[src/rtl/seq_div_signed16by8.sv]
// Signed 2W/W restoring divider, one quotient bit per cycle; DIV_SAT_EN saturates the -2^(2W-1)/-1 quotient.
// Latency: 2W+2 cycles from accept to out_valid (2 for divide-by-zero); one operation in flight at a time.
// Backpressure: result held with out_valid until out_ready; in_ready low from accept until after that handshake.
module seq_div_signed16by8 #(
   parameter int W = 8
) (
   input  logic           clk,
   input  logic           rst_n,
   input  logic           in_valid,
   output logic           in_ready,
   input  logic [2*W-1:0] dividend,
   input  logic [W-1:0]   divisor,
   output logic           out_valid,
   input  logic           out_ready,
   output logic [2*W-1:0] quotient,
   output logic [W-1:0]   remainder,
   output logic           div_by_zero,
   output logic           overflow
);
   localparam int DW = 2*W;
   localparam int CW = $clog2(DW);
   localparam logic [DW-1:0] QMAX = {1'b0, {(DW-1){1'b1}}};
   localparam logic [DW-1:0] QMIN = {1'b1, {(DW-1){1'b0}}};

   typedef enum logic [1:0] {IDLE, CALC, FIX, DONE} state_t;

   state_t        state;
   // Unsigned magnitude: the dividend shifts out MSB-first while quotient bits shift in at the bottom.
   logic [DW-1:0] dq;
   logic [W-1:0]  dvs_mag;
   logic [W:0]    prem;
   logic [CW-1:0] cnt;
   logic          dvd_neg;
   logic          dvs_neg;
   logic          dvs_zero;
   logic          ovf_case;

   logic [W+1:0]  shifted;
   logic [W+1:0]  trial;
   logic          qbit;

   always_comb begin
      shifted = {prem, dq[DW-1]};
      trial   = shifted - {2'b00, dvs_mag};
      qbit    = ~trial[W+1];
   end

   always_ff @(posedge clk or negedge rst_n) begin
      if (!rst_n) begin
         state       <= IDLE;
         in_ready    <= 1'b1;
         out_valid   <= 1'b0;
         quotient    <= '0;
         remainder   <= '0;
         div_by_zero <= 1'b0;
         overflow    <= 1'b0;
         dq          <= '0;
         dvs_mag     <= '0;
         prem        <= '0;
         cnt         <= '0;
         dvd_neg     <= 1'b0;
         dvs_neg     <= 1'b0;
         dvs_zero    <= 1'b0;
         ovf_case    <= 1'b0;
      end else begin
         case (state)
            IDLE: begin
               if (in_valid) begin
                  in_ready <= 1'b0;
                  dq       <= dividend[DW-1] ? -dividend : dividend;
                  dvs_mag  <= divisor[W-1] ? -divisor : divisor;
                  prem     <= '0;
                  cnt      <= CW'(DW-1);
                  dvd_neg  <= dividend[DW-1];
                  dvs_neg  <= divisor[W-1];
                  dvs_zero <= (divisor == '0);
                  ovf_case <= (dividend == QMIN) && (divisor == '1);
                  state    <= (divisor == '0) ? FIX : CALC;
               end
            end
            CALC: begin
               dq   <= {dq[DW-2:0], qbit};
               prem <= qbit ? trial[W:0] : {prem[W-1:0], dq[DW-1]};
               if (cnt == '0)
                  state <= FIX;
               else
                  cnt <= cnt - CW'(1);
            end
            FIX: begin
               if (dvs_zero) begin
                  quotient    <= dvd_neg ? QMIN : QMAX;
                  remainder   <= '0;
                  div_by_zero <= 1'b1;
                  overflow    <= 1'b0;
               end else if (ovf_case) begin
`ifdef DIV_SAT_EN
                  quotient    <= QMAX;
`else
                  quotient    <= QMIN;
`endif
                  remainder   <= '0;
                  div_by_zero <= 1'b0;
                  overflow    <= 1'b1;
               end else begin
                  quotient    <= (dvd_neg ^ dvs_neg) ? -dq : dq;
                  remainder   <= dvd_neg ? -prem[W-1:0] : prem[W-1:0];
                  div_by_zero <= 1'b0;
                  overflow    <= 1'b0;
               end
               state <= DONE;
            end
            DONE: begin
               // First DONE cycle raises out_valid; the handshake is only honoured once it is visible.
               if (!out_valid) begin
                  out_valid <= 1'b1;
               end else if (out_ready) begin
                  out_valid <= 1'b0;
                  in_ready  <= 1'b1;
                  state     <= IDLE;
               end
            end
            default: state <= IDLE;
         endcase
      end
   end
endmodule

[config.mk]
export PLATFORM = sky130hd
export DESIGN_NAME = seq_div_signed16by8
export DESIGN_NICKNAME = d
export VERILOG_FILES = /design/src/rtl/seq_div_signed16by8.sv
export SDC_FILE = /design/constraint.sdc
export NUM_CORES = 1
export LEC_CHECK = 0
export BUFFER_PORTS_ARGS = -buffer_cell sky130_fd_sc_hd__buf_2
export CAP_MARGIN = 5
export CORE_UTILIZATION = 30
export CTS_CLUSTER_SIZE = 16
export DETAILED_ROUTE_END_ITERATION = 7
export GPL_TIMING_DRIVEN = 1
export HOLD_SLACK_MARGIN = 0.15
export PLACE_DENSITY = 0.47
export SLEW_MARGIN = 20
export SYNTH_ARGS = -nofsm -noshare
export SYNTH_HDL_FRONTEND = slang
export SYNTH_SLANG_ARGS = --single-unit
[constraint.sdc]
create_clock -name clk -period 6.3 [get_ports clk]
set_input_delay 0.315 -clock clk [delete_from_list [all_inputs] [get_ports clk]]
set_output_delay 0.315 -clock clk [all_outputs]
set_load 0.02 [all_outputs]
# Word level (Yosys, flattened, before mapping)
# Index checks and enable logic that the tools add are counted.
# Widths: inputs -> output; s select.
# totals
regBits	71
output_inout_bits	28
elab_cells	76
# op_classes
addsub	6
eq_ne	10
muxes	32
bitwise_logic	2
reduce_logical	11
# ops
operator	n
$mux 16	6
$mux 8	4
$neg 16->16	2
$pmux 16 s2	1
$mux 9	2
$pmux 9 s2	1
$eq 16x16->1 const B	1
$neg 8->8	2
$mux 2	5
$ne 2x2->1 const B	5
$sub 10x8->10	1
$eq 8x8->1 const B	1
$logic_not 8->1	1
$mux 1	8
$mux 4	2
$pmux 2 s4	1
$pmux 4 s2	1
$reduce_and 4->1	2
$eq 2x2->1 const B	2
$logic_not 4->1	1
$reduce_and 2->1	2
$reduce_bool 2->1	2
$sub 4x1->4 const B	1
$reduce_and 3->1	1
6 further kinds	6

# Logic depth before layout (Yosys ltp)
# Gate-level depths: netlist of run 1.
# logic_depth
depth_word	4
depth_mapped	10
mapped_depth_nobuf	10

# Worst setup path after synthesis of run 1
# OpenSTA, ideal clock, no wires.
# synth_path
kind	register to register
startpoint	reg dq[15]
endpoint	reg prem[8]
setup_ps	134
arrival_time_ps	2006
required_ps	6166
path_slack_ps	4161
path_stages_with_launch	10
path_buffers	0
period_less_slack_ps	2139
path_cell_list	dfrtp_1 inv_1 ha_1 inv_1 fa_1 a211oi_1 nor2_1 a221oi_1 a2bb2oi_1 o211ai_1
# synth_via
elab_chain_len	3
# synth_rtl
item	line	rtl
start: declaration	29	logic [DW-1:0] dq;
start signal: assignment	70	dq <= dividend[DW-1] ? -dividend : dividend;
start signal: assignment	82	dq <= {dq[DW-2:0], qbit};
$sub 10x8->10	44	trial = shifted - {2'b00, dvs_mag};
$mux 9	83	prem <= qbit ? trial[W:0] : {prem[W-1:0], dq[DW-1]};
$pmux 9 s2	66	case (state)
end signal: assignment	83	
end: declaration	31	logic [W:0] prem;
# Every way passes these cells.
# A chain may end at the register's enable or synchronous reset.

# Worst setup path after layout of run 1
# layout_path
startpoint	reg state[0]
endpoint	reg dq[12]
# layout_via
elab_chain_len	3
word_cells_on_any_way	6
# layout_rtl
item	line	rtl
start: declaration	27	state_t state;
start signal: assignment	78	state <= (divisor == '0) ? FIX : CALC;
$eq 2x1->1 or $logic_not 2->1 (tied branches)	66	
$reduce_bool 2->1 (no line) or $ne 2x2->1 (tied branches)	n/a	
$reduce_and 2->1 (no line)	n/a	
# Parallel ways exist; a longest one is shown, timed or not.

==> results of run 1 <==
metal layers:
metal | track usage | routed length, um | vias up
met1 | 0.2290 | 5810 | 1624
met4 | 0.06860 | 160 | 0
met5 | 0 | 0 | -
met3 | 0.02076 | 402 | 8
li1 | - | - | 1864
met2 | 0.2072 | 4138 | 70
sequential cells by signal, summed over array words and instances (netlist names):
| register | flops |
|---|---|
| remainder | 8 |
| cnt | 4 |
| overflow | 1 |
| out_valid | 1 |
| div_by_zero | 1 |
| dq | 16 |
| ovf_case | 1 |
| state | 2 |
| dvs_neg | 1 |
| dvd_neg | 1 |
| dvs_zero | 1 |
| dvs_mag | 8 |
| prem | 9 |
| quotient | 16 |
| in_ready | 1 |
synthesized netlist by cell type, types with 4 or more instances:
cell / count / share of area
o22ai_1: 15 / 0.021
ha_1: 18 / 0.051
nand3_1: 13 / 0.015
a221oi_1: 4 / 0.0080
mux2i_1: 15 / 0.034
nor2_1: 40 / 0.034
xnor2_1: 22 / 0.044
xor2_1: 23 / 0.046
nand2_1: 52 / 0.045
or3_1: 10 / 0.014
nand2b_1: 7 / 0.010
a211oi_1: 5 / 0.0086
clkbuf_1: 19 / 0.016
o21ai_0: 16 / 0.018
dfrtp_1: 70 / 0.40
nor2b_1: 4 / 0.0057
a21oi_1: 34 / 0.039
o31ai_1: 12 / 0.021
nor3_1: 6 / 0.0068
o21ai_1: 29 / 0.033
inv_1: 34 / 0.029
or4_1: 4 / 0.0068
power by group:
group / internal (mW) / total [mW] / switching (mW)
clock network: 0.309 / 0.503 / 0.194
logic: 0.634 / 1.53 / 0.892
registers: 0.653 / 0.834 / 0.181
total: 1.60 / 2.86 / 1.27
worst paths after layout:
path                           endpoint  slack (ps)  depth (start not counted)
max in group asynchronous    dvs_mag[3]        5520                          2
hold / removal             quotient[12]         200                          2
setup reg to reg                 dq[12]        3470                          7
min in group clk               in_ready         250                          3
setup / recovery                 dq[12]        3470                          7
hold reg to reg              dvs_mag[7]         480                          2
area by class of cell:
type | count | share of cell area
Clock buffer | 14 | 0.05524
Sequential cell | 71 | 0.3458
Clock inverter | 2 | 0.002434
Multi-Input combinational cell | 370 | 0.4678
Inverter | 35 | 0.02555
Timing Repair Buffer | 59 | 0.05938
Tap cell | 180 | 0.04381
critical path: stages, from the launching register on:
cell and delay (ps):
dfrtp_1 400, inv_1 100, ha_1 390, nand2_1 500, o21a_1 600, or3_2 550
o21ai_0 90, a21oi_1 50
per-stage QoR:
step / instances / hold WS, ps / utilization / setup slack [ps] / power, mW
floorplan: 497 / 19.41 / - / 4161 / 2.003
global placement: 715 / 474.8 / 0.3442 / 3554 / 2.357
detailed placement: 715 / 478.7 / 0.3442 / 3468 / 2.375
CTS: 731 / 239.0 / 0.3653 / 3453 / 2.889
global route: 731 / 251.4 / 0.3661 / 3139 / 3.135
finish: 731 / 200.9 / 0.3661 / 3472 / 2.863
kinds of logic after synthesis:
family	count (synthesis)
adder cells (fa/ha/maj)	19
XOR/XNOR	45
AO/OA/AOI/OAI	139
AND/OR/NAND/NOR	148
multiplexers	19
flip-flops	71
buffers and inverters	56
==> flow_summary_export.csv, run 1 <==
group,metric,value,unit
final_layout,final_cell_area,5141,sq um
floorplan,rows,43,
timing,timing.fmax,0.3537,GHz
synth,yosysUniqueCellTypes,51,
clock_network,cts-root-buf,"clkbuf_16",
global_route,grt_start_max_net_pins,72,
timing,relSlewSlack,0.3271,
synth,synthSimpleGateAreaFrac,0.1601,
synth,muxShareOfSynthArea,0.04452,
final_layout,layout_commonest_cell,"dfrtp_1",
synth,synth_area,4384,sq um
clock_network,cts_setup_buffers,0,
synth,synth_warnings,0,
clock_network,cts_buffers,9,
timing,fin_setup_tns,0,ps
timing,clock_skew,9.006,ps
placed_design,port_buffers,55,
timing,rsz0062_at_grt,"false",
placed_design,detailed_place_hpwl,7949,um
clock_network,cts.repair.resized,0,
floorplan,ios,56,
worst_setup_path,startpoint,"state[0]",
synth,synth_top_family_by_area,"compound AO/OA/AOI/OAI gates",
final_layout,n_antenna_cell,0,
final_layout,fillers,1447,
worst_setup_path,cp.required,6500,ps
job,drv_cap,0,
drt,ant_nets,0,
drt,route.detailed.drc,0,
drt,totalWireLength,10510,um
final_layout,regArea,1778,sq um
timing,period_needed,2828,ps
global_route,track_usage,0.1504,
worst_setup_path,critical_path_class,"flip-flop to flip-flop",
power_and_ir_drop,power_density,556.9,nW/um^2
final_layout,final_cell_mix,"70 x dfrtp_1, 55 x buf_2, 52 x nand2_1, 40 x nor2_1",
worst_setup_path,r2r_start,"state[0]",
timing,fin_crit_sh,0.4488,
drt,first_pass_iters,4,
floorplan,initial_core_util,0.3122,
clock_network,ctsHoldBuffers,0,
worst_setup_path,arrival,3020,ps
floorplan,die-area,15100,sq um
drt,vias,3566,
global_route,grt_remaining_overflow,0,
final_layout,layout-area-overhead-vs-synth,17.27,%
clock_network,clk_latency,340,ps
floorplan,dieWidth,122.9,um
clock_network,h-tree-depth,3,
worst_setup_path,crit_fanout,32,
final_layout,multi_input_area,2405,sq um
final_layout,drive_gt1_frac,0.1579,
timing,final_hold_viol_count,0,
power_and_ir_drop,ir_worst_vdd,0.0002020,V
status,status,"completed",
synth,synth_fa_ha_area_frac,0.05594,
power_and_ir_drop,p_leak,2.282,nW
clock_network,cts_sinks,71,
placed_design,placed_cell_area,4833,sq um
final_layout,num-nets-final,593,
synth,ys.flop_type,"dfrtp_1",
synth,syn_nets,544,
global_route,grt_pass1_wl,17620,um
synth,synth_compound_area_frac,0.1955,
clock_network,cts_tree,"built",
worst_hold_path,hp-class,"input pin to async pin",
clock_network,clk_pin_slew,60,ps
drt,via_per_inst,4.878,
timing,worst_slew_pin_slew,1006,ps
clock_network,cts_buffer_depth,2,
floorplan,core_area,14040,sq um
placed_design,gp_congestion,0.7875,
synth,ys_seq_elements,71,
synth,synthArstFlopShare,1.000,
global_route,grt_pass1_vias,3410,
synth,synth_xor_xnor_area_share,0.08990,
worst_setup_path,endpoint_kind,"flip-flop",
timing,final-setup-viol-count,0,
synth,synth_edf_count,0,
drt,drt-initial-drc-count,183,
synth,syn_area_per_cell,8.821,sq um
timing,slew_viol_final,0,
drt,drt-wirelength-per-cell,14.38,um
synth,seq_area_frac_synth,0.4055,
worst_setup_path,critPathLaunchType,"flip-flop",
global_route,antenna_found_initial,0,
floorplan,die-height,122.9,um
synth,postSynthCellCount,497,
Power figures use the tool's default switching activity.
==> run 2: changes to the inputs <==
Clock period 6.3 ns to 2.83 ns, I/O delays scaled along.
==> flow_summary_export.csv, run 2 (synthesized netlist as in run 1, its figures left out) <==
group,metric,value,unit
timing,relSlewSlack,0.5304,
global_route,grt_start_max_net_pins,42,
power_and_ir_drop,p_leak,2.370,nW
global_route,grt_remaining_overflow,0,
worst_setup_path,arrival,2730,ps
placed_design,pre_cts_slack,393.1,ps
clock_network,cts_setup_buffers,0,
worst_setup_path,cp.required,3100,ps
clock_network,clk_pin_slew,60,ps
drt,via_per_inst,4.848,
timing,fin_crit_sh,0.8676,
worst_setup_path,crit_fanout,7,
job,drv_cap,0,
timing,period_needed,2455,ps
placed_design,placed_cell_area,4883,sq um
timing,rsz0062_at_grt,"false",
worst_setup_path,max_stage_delay,480,ps
placed_design,gp_congestion,0.7707,
worst_setup_path,endpoint_kind,"flip-flop",
power_and_ir_drop,seq_power_share,0.276,
worst_setup_path,critical_path_class,"flip-flop to flip-flop",
final_layout,n_antenna_cell,0,
final_layout,largestRegisters,"dq x16, quotient x16, prem x9",
timing,setup_ws,374.6,ps
power_and_ir_drop,swShare,0.4320,
timing,slew_viol_final,0,
worst_setup_path,critPathLaunchType,"flip-flop",
drt,drt-initial-drc-count,218,
status,status,"completed",
worst_setup_path,cpLargestDelayFamily,"XOR/XNOR gates",
placed_design,detailed_place_hpwl,8194,um
clock_network,clk_latency,330,ps
floorplan,ios,56,
power_and_ir_drop,p_comb_frac,0.523,
floorplan,core_area,14040,sq um
timing,timing.fmax,0.4073,GHz
worst_hold_path,hp-class,"input pin to flip-flop",
final_layout,layout-area-overhead-vs-synth,21.40,%
drt,drt-wirelength-per-cell,14.63,um
final_layout,num-nets-final,606,
power_and_ir_drop,internal_power,3.802,mW
clock_network,cts.repair.resized,0,
global_route,grt_pass1_vias,3546,
clock_network,cts_buffers,9,
clock_network,cts_tree,"built",
global_route,track_usage,0.1556,
drt,first_pass_iters,4,
power_and_ir_drop,ir_worst_vdd,0.0004481,V
final_layout,final_cell_area,5323,sq um
final_layout,final_cell_mix,"70 x dfrtp_1, 55 x buf_2, 52 x nand2_1, 40 x nor2_1",
clock_network,h-tree-depth,3,
timing,whs,155.1,ps
worst_setup_path,rrSetupSlack,370,ps
clock_network,cts_buffer_depth,2,
drt,route.detailed.drc,0,
worst_setup_path,path_cells,"ha_1, nand3_1, o211ai_1, a21oi_1, xnor2_1, buf_4, mux2i_1, a22o_1",
power_and_ir_drop,power_frac_clock,0.201,
drt,totalWireLength,10890,um
worst_setup_path,crit_buf_inv,1,
drt,vias,3607,
worst_setup_path,r2r_start,"prem[4]",
floorplan,initial_core_util,0.3122,
final_layout,fin_cells,744,
clock_network,cts-root-buf,"clkbuf_16",
final_layout,regArea,1778,sq um
power_and_ir_drop,power_density,1258,nW/um^2
floorplan,die-height,122.9,um
final_layout,fillers,1452,
final_layout,drive_gt1_frac,0.1631,
worst_hold_path,hold_end,"dvs_mag[3]",
placed_design,port_buffers,55,
timing,fin_setup_tns,0,ps
floorplan,rows,43,
final_layout,layout_commonest_cell,"dfrtp_1",
floorplan,dieWidth,122.9,um
final_layout,multi_input_area,2397,sq um
worst_setup_path,worstRegToRegCells,8,
worst_setup_path,slowest_stage,"xnor2_1",
timing,clock_skew,3.103,ps
floorplan,die-area,15100,sq um
global_route,antenna_found_initial,0,
global_route,grt_pass1_wl,18260,um
clock_network,cts_sinks,71,
placed_design,dp.cells,720,
drt,ant_nets,0,
power_and_ir_drop,switchingPower,2.892,mW
timing,final_hold_viol_count,0,
timing,worst_slew_pin_slew,704.4,ps
worst_hold_path,hp-start,"divisor[3]",
worst_hold_path,hold_depth,3,
worst_setup_path,r2r-end,"prem[0]",
timing,final-setup-viol-count,0,
==> run 2: through the flow <==
| step | power (mW) | util |
|---|---|---|
| 5_1_grt | 7.294 | 0.3790 |
| 3_3_place_gp | 5.317 | 0.3478 |
| 6_report | 6.694 | 0.3790 |
| 3_5_place_dp | 5.370 | 0.3478 |
| 2_1_floorplan | 4.460 | - |
| 4_1_cts | 6.755 | 0.3788 |
==> run 2: worst max path at each step <==
stage | from | to | slack (ps) | depth (start not counted)
finish | prem[4] | prem[0] | 370 | 8
global route | dq[15] | prem[8] | 150 | 9
CTS | prem[4] | prem[0] | 370 | 8
detailed placement | prem[4] | prem[0] | 390 | 8
global placement | dq[15] | prem[8] | 480 | 9
floorplan | dq[15] | prem[8] | 690 | 9
==> run 2: power by group through the flow <==
stage               Clock [mW]  Combinational, mW  Sequential (mW)
floorplan                    0               2.50             1.96
global placement             0               3.46             1.85
detailed placement           0               3.50             1.87
CTS                       1.37               3.53             1.85
global route              1.41               3.96             1.93
finish                    1.35               3.50             1.85
==> run 2: tightest hold or removal path, delay by kind of cell <==
family | cells | cell delay [ps]
xor gates and xnor gates | 1 | 80
AOI/OAI and AO/OA | 1 | 100
buffers and inverters | 1 | 130
==> run 2: per-layer routing <==
layer	vias up	wire length (um)	global-route usage
met5	-	0	0
met4	0	83	0.02896
met3	5	470	0.03875
met2	61	4567	0.2338
met1	1672	5765	0.2261
li1	1869	-	-
==> run 2: final cells by class <==
cell class,count,area share
clock buffers,10,0.04490
flip-flops and latches,71,0.3340
multi-input cells,370,0.4504
well taps,180,0.04231
inverters,35,0.02468
repair buffers,72,0.08181
clock inverters,6,0.02186
==> run 2: what timing repair did <==
| action | 4_1_cts | 5_1_grt |
|---|---|---|
| endpoints found under the hold margin | 38 | 0 |
| hold buffers | 8 | 0 |
| setup endpoints to repair | 0 | 0 |
==> run 3: changes to the inputs <==
Settings changed: CTS_BUF_LIST from default to sky130_fd_sc_hd__clkbuf_16, PLACE_DENSITY 0.47 to default.
==> flow_summary_export.csv, run 3 (synthesized netlist as in run 1, its figures left out) <==
group,metric,value,unit
status,status,"completed",
drt,drt-initial-drc-count,158,
worst_setup_path,path_cells,"inv_1, ha_1, inv_1, fa_1, a211oi_1, nor2_1, a221oi_1, a2bb2oi_1, o211ai_1",
worst_setup_path,endpoint_kind,"flip-flop",
clock_network,cts_buffers,9,
clock_network,h-tree-depth,3,
floorplan,ios,56,
clock_network,cts-root-buf,"clkbuf_16",
timing,final-setup-viol-count,0,
timing,fin_setup_tns,0,ps
worst_setup_path,slowest_stage,"fa_1",
worst_hold_path,hp-class,"input pin to flip-flop",
drt,ant_nets,0,
worst_setup_path,critical_path_class,"flip-flop to flip-flop",
placed_design,placed_cell_area,4901,sq um
floorplan,dieWidth,122.9,um
timing,clock_skew,8.662,ps
clock_network,cts_tree,"built",
floorplan,die-height,122.9,um
clock_network,clk_latency,330,ps
timing,rsz0062_at_grt,"false",
timing,period_needed,2422,ps
drt,vias,3695,
final_layout,layout-area-overhead-vs-synth,19.38,%
global_route,track_usage,0.1490,
final_layout,final_cell_mix,"70 x dfrtp_1, 55 x buf_2, 52 x nand2_1, 40 x nor2_1, 35 x inv_1",
clock_network,clk_pin_slew,60,ps
power_and_ir_drop,p_leak,2.337,nW
worst_setup_path,crit_fanout,3,
global_route,antenna_found_initial,0,
clock_network,cts.repair.resized,0,
floorplan,core_area,14040,sq um
drt,first_pass_iters,4,
power_and_ir_drop,ir_worst_vdd,0.0004195,V
drt,via_per_inst,4.973,
global_route,grt_remaining_overflow,0,
worst_setup_path,cp_common_cell,"inv_1",
worst_setup_path,cp.required,3010,ps
final_layout,final_cell_area,5234,sq um
final_layout,layout_commonest_cell,"dfrtp_1",
timing,slew_viol_final,0,
global_route,grt_pass1_wl,17720,um
global_route,grt_pass1_vias,3541,
placed_design,gp_congestion,0.8221,
timing,timing.fmax,0.4129,GHz
worst_setup_path,r2r_start,"dq[15]",
drt,route.detailed.drc,0,
placed_design,port_buffers,55,
clock_network,cts_sinks,71,
power_and_ir_drop,power_density,1231,nW/um^2
timing,fin_crit_sh,0.8559,
worst_setup_path,max_stage_delay,420,ps
floorplan,die-area,15100,sq um
placed_design,detailed_place_hpwl,8093,um
power_and_ir_drop,finalPower,6.445,mW
final_layout,num-nets-final,606,
timing,worst_slew_pin_slew,699.1,ps
final_layout,n_antenna_cell,0,
drt,drt-wirelength-per-cell,14.26,um
final_layout,largestRegisters,"dq x16, quotient x16, prem x9",
timing,relSlewSlack,0.5317,
global_route,grt_start_max_net_pins,46,
floorplan,initial_core_util,0.3122,
drt,totalWireLength,10600,um
worst_hold_path,hp-start,"divisor[5]",
final_layout,drive_gt1_frac,0.1634,
floorplan,rows,43,
clock_network,cts_buffer_depth,2,
job,drv_cap,0,
worst_setup_path,startpoint,"dq[15]",
worst_setup_path,arrival,2600,ps
timing,final_hold_viol_count,0,
worst_setup_path,critPathLaunchType,"flip-flop",
-- run 3: changes by cell type in the layout (fill, tap and decap cells not counted), sizes merged --
cell and delta:
clkinv +1, bufinv -2, buf +3, dlygate4sd3 -3, clkinvlp +1, clkbuf -1
-- run 3: power breakdown --
part	internal, mW	switching [mW]	total [mW]	leakage (nW)
clock network	0.666	0.411	1.08	0.138
registers	1.45	0.383	1.84	0.852
logic	1.47	2.06	3.53	1.35
total	3.59	2.86	6.45	2.34
-- run 3: metal layers --
| layer | GRT usage | part of all wire | up-vias |
|---|---|---|---|
| li1 | - | - | 1872 |
| met2 | 0.2198 | 0.43 | 84 |
| met3 | 0.03506 | 0.050 | 10 |
| met4 | 0.04345 | 0.0088 | 0 |
| met5 | 0 | 0 | - |
| met1 | 0.2150 | 0.51 | 1729 |
-- run 3: final timing paths --
check | to | slack, ps | cells after the start
worst max-delay path | prem[8] | 410 | 9
worst max register to register | prem[8] | 410 | 9
min in group asynchronous | quotient[11] | 360 | 3
worst min-delay path | dvs_mag[5] | 160 | 3
max in group asynchronous | prem[4] | 1940 | 3
worst min register to register | dvs_mag[5] | 480 | 2
-- run 3: repair_timing --
item	CTS	global route
buffers inserted	0	0
hold buffers	5	0
hold endpoints to repair	74	0
-- run 3: final cells by class --
type | count | area (sq um)
clock buffer | 9 | 225.2
tap | 180 | 225.2
sequential | 71 | 1778
inverter | 35 | 131.4
fill | 1435 | 8808
multi-input combinational | 370 | 2405
timing repair buffer | 72 | 415.4
clock inverter | 6 | 53.80
-- run 3: worst max-delay path, delay by kind of cell (launching register included) --
kind	cells	cell delay (ps)
AO/OA/AOI/OAI	4	1040
AND/OR/NAND/NOR	1	120
buffers and inverters	2	140
flip-flops	1	410
adder cells (fa/ha/maj)	2	580
-- run 3: through the flow --
step / setup slack (ps) / hold WS, ps / util / cells
4_1_cts: 432.6 / 151.1 / 0.3724 / 743
5_1_grt: 176.1 / 168.7 / 0.3727 / 743
3_3_place_gp: 189.8 / 169.1 / 0.3485 / 723
6_report: 407.9 / 155.5 / 0.3727 / 743
3_5_place_dp: 428.9 / 178.3 / 0.3490 / 723
2_1_floorplan: 690.7 / -154.1 / - / 497
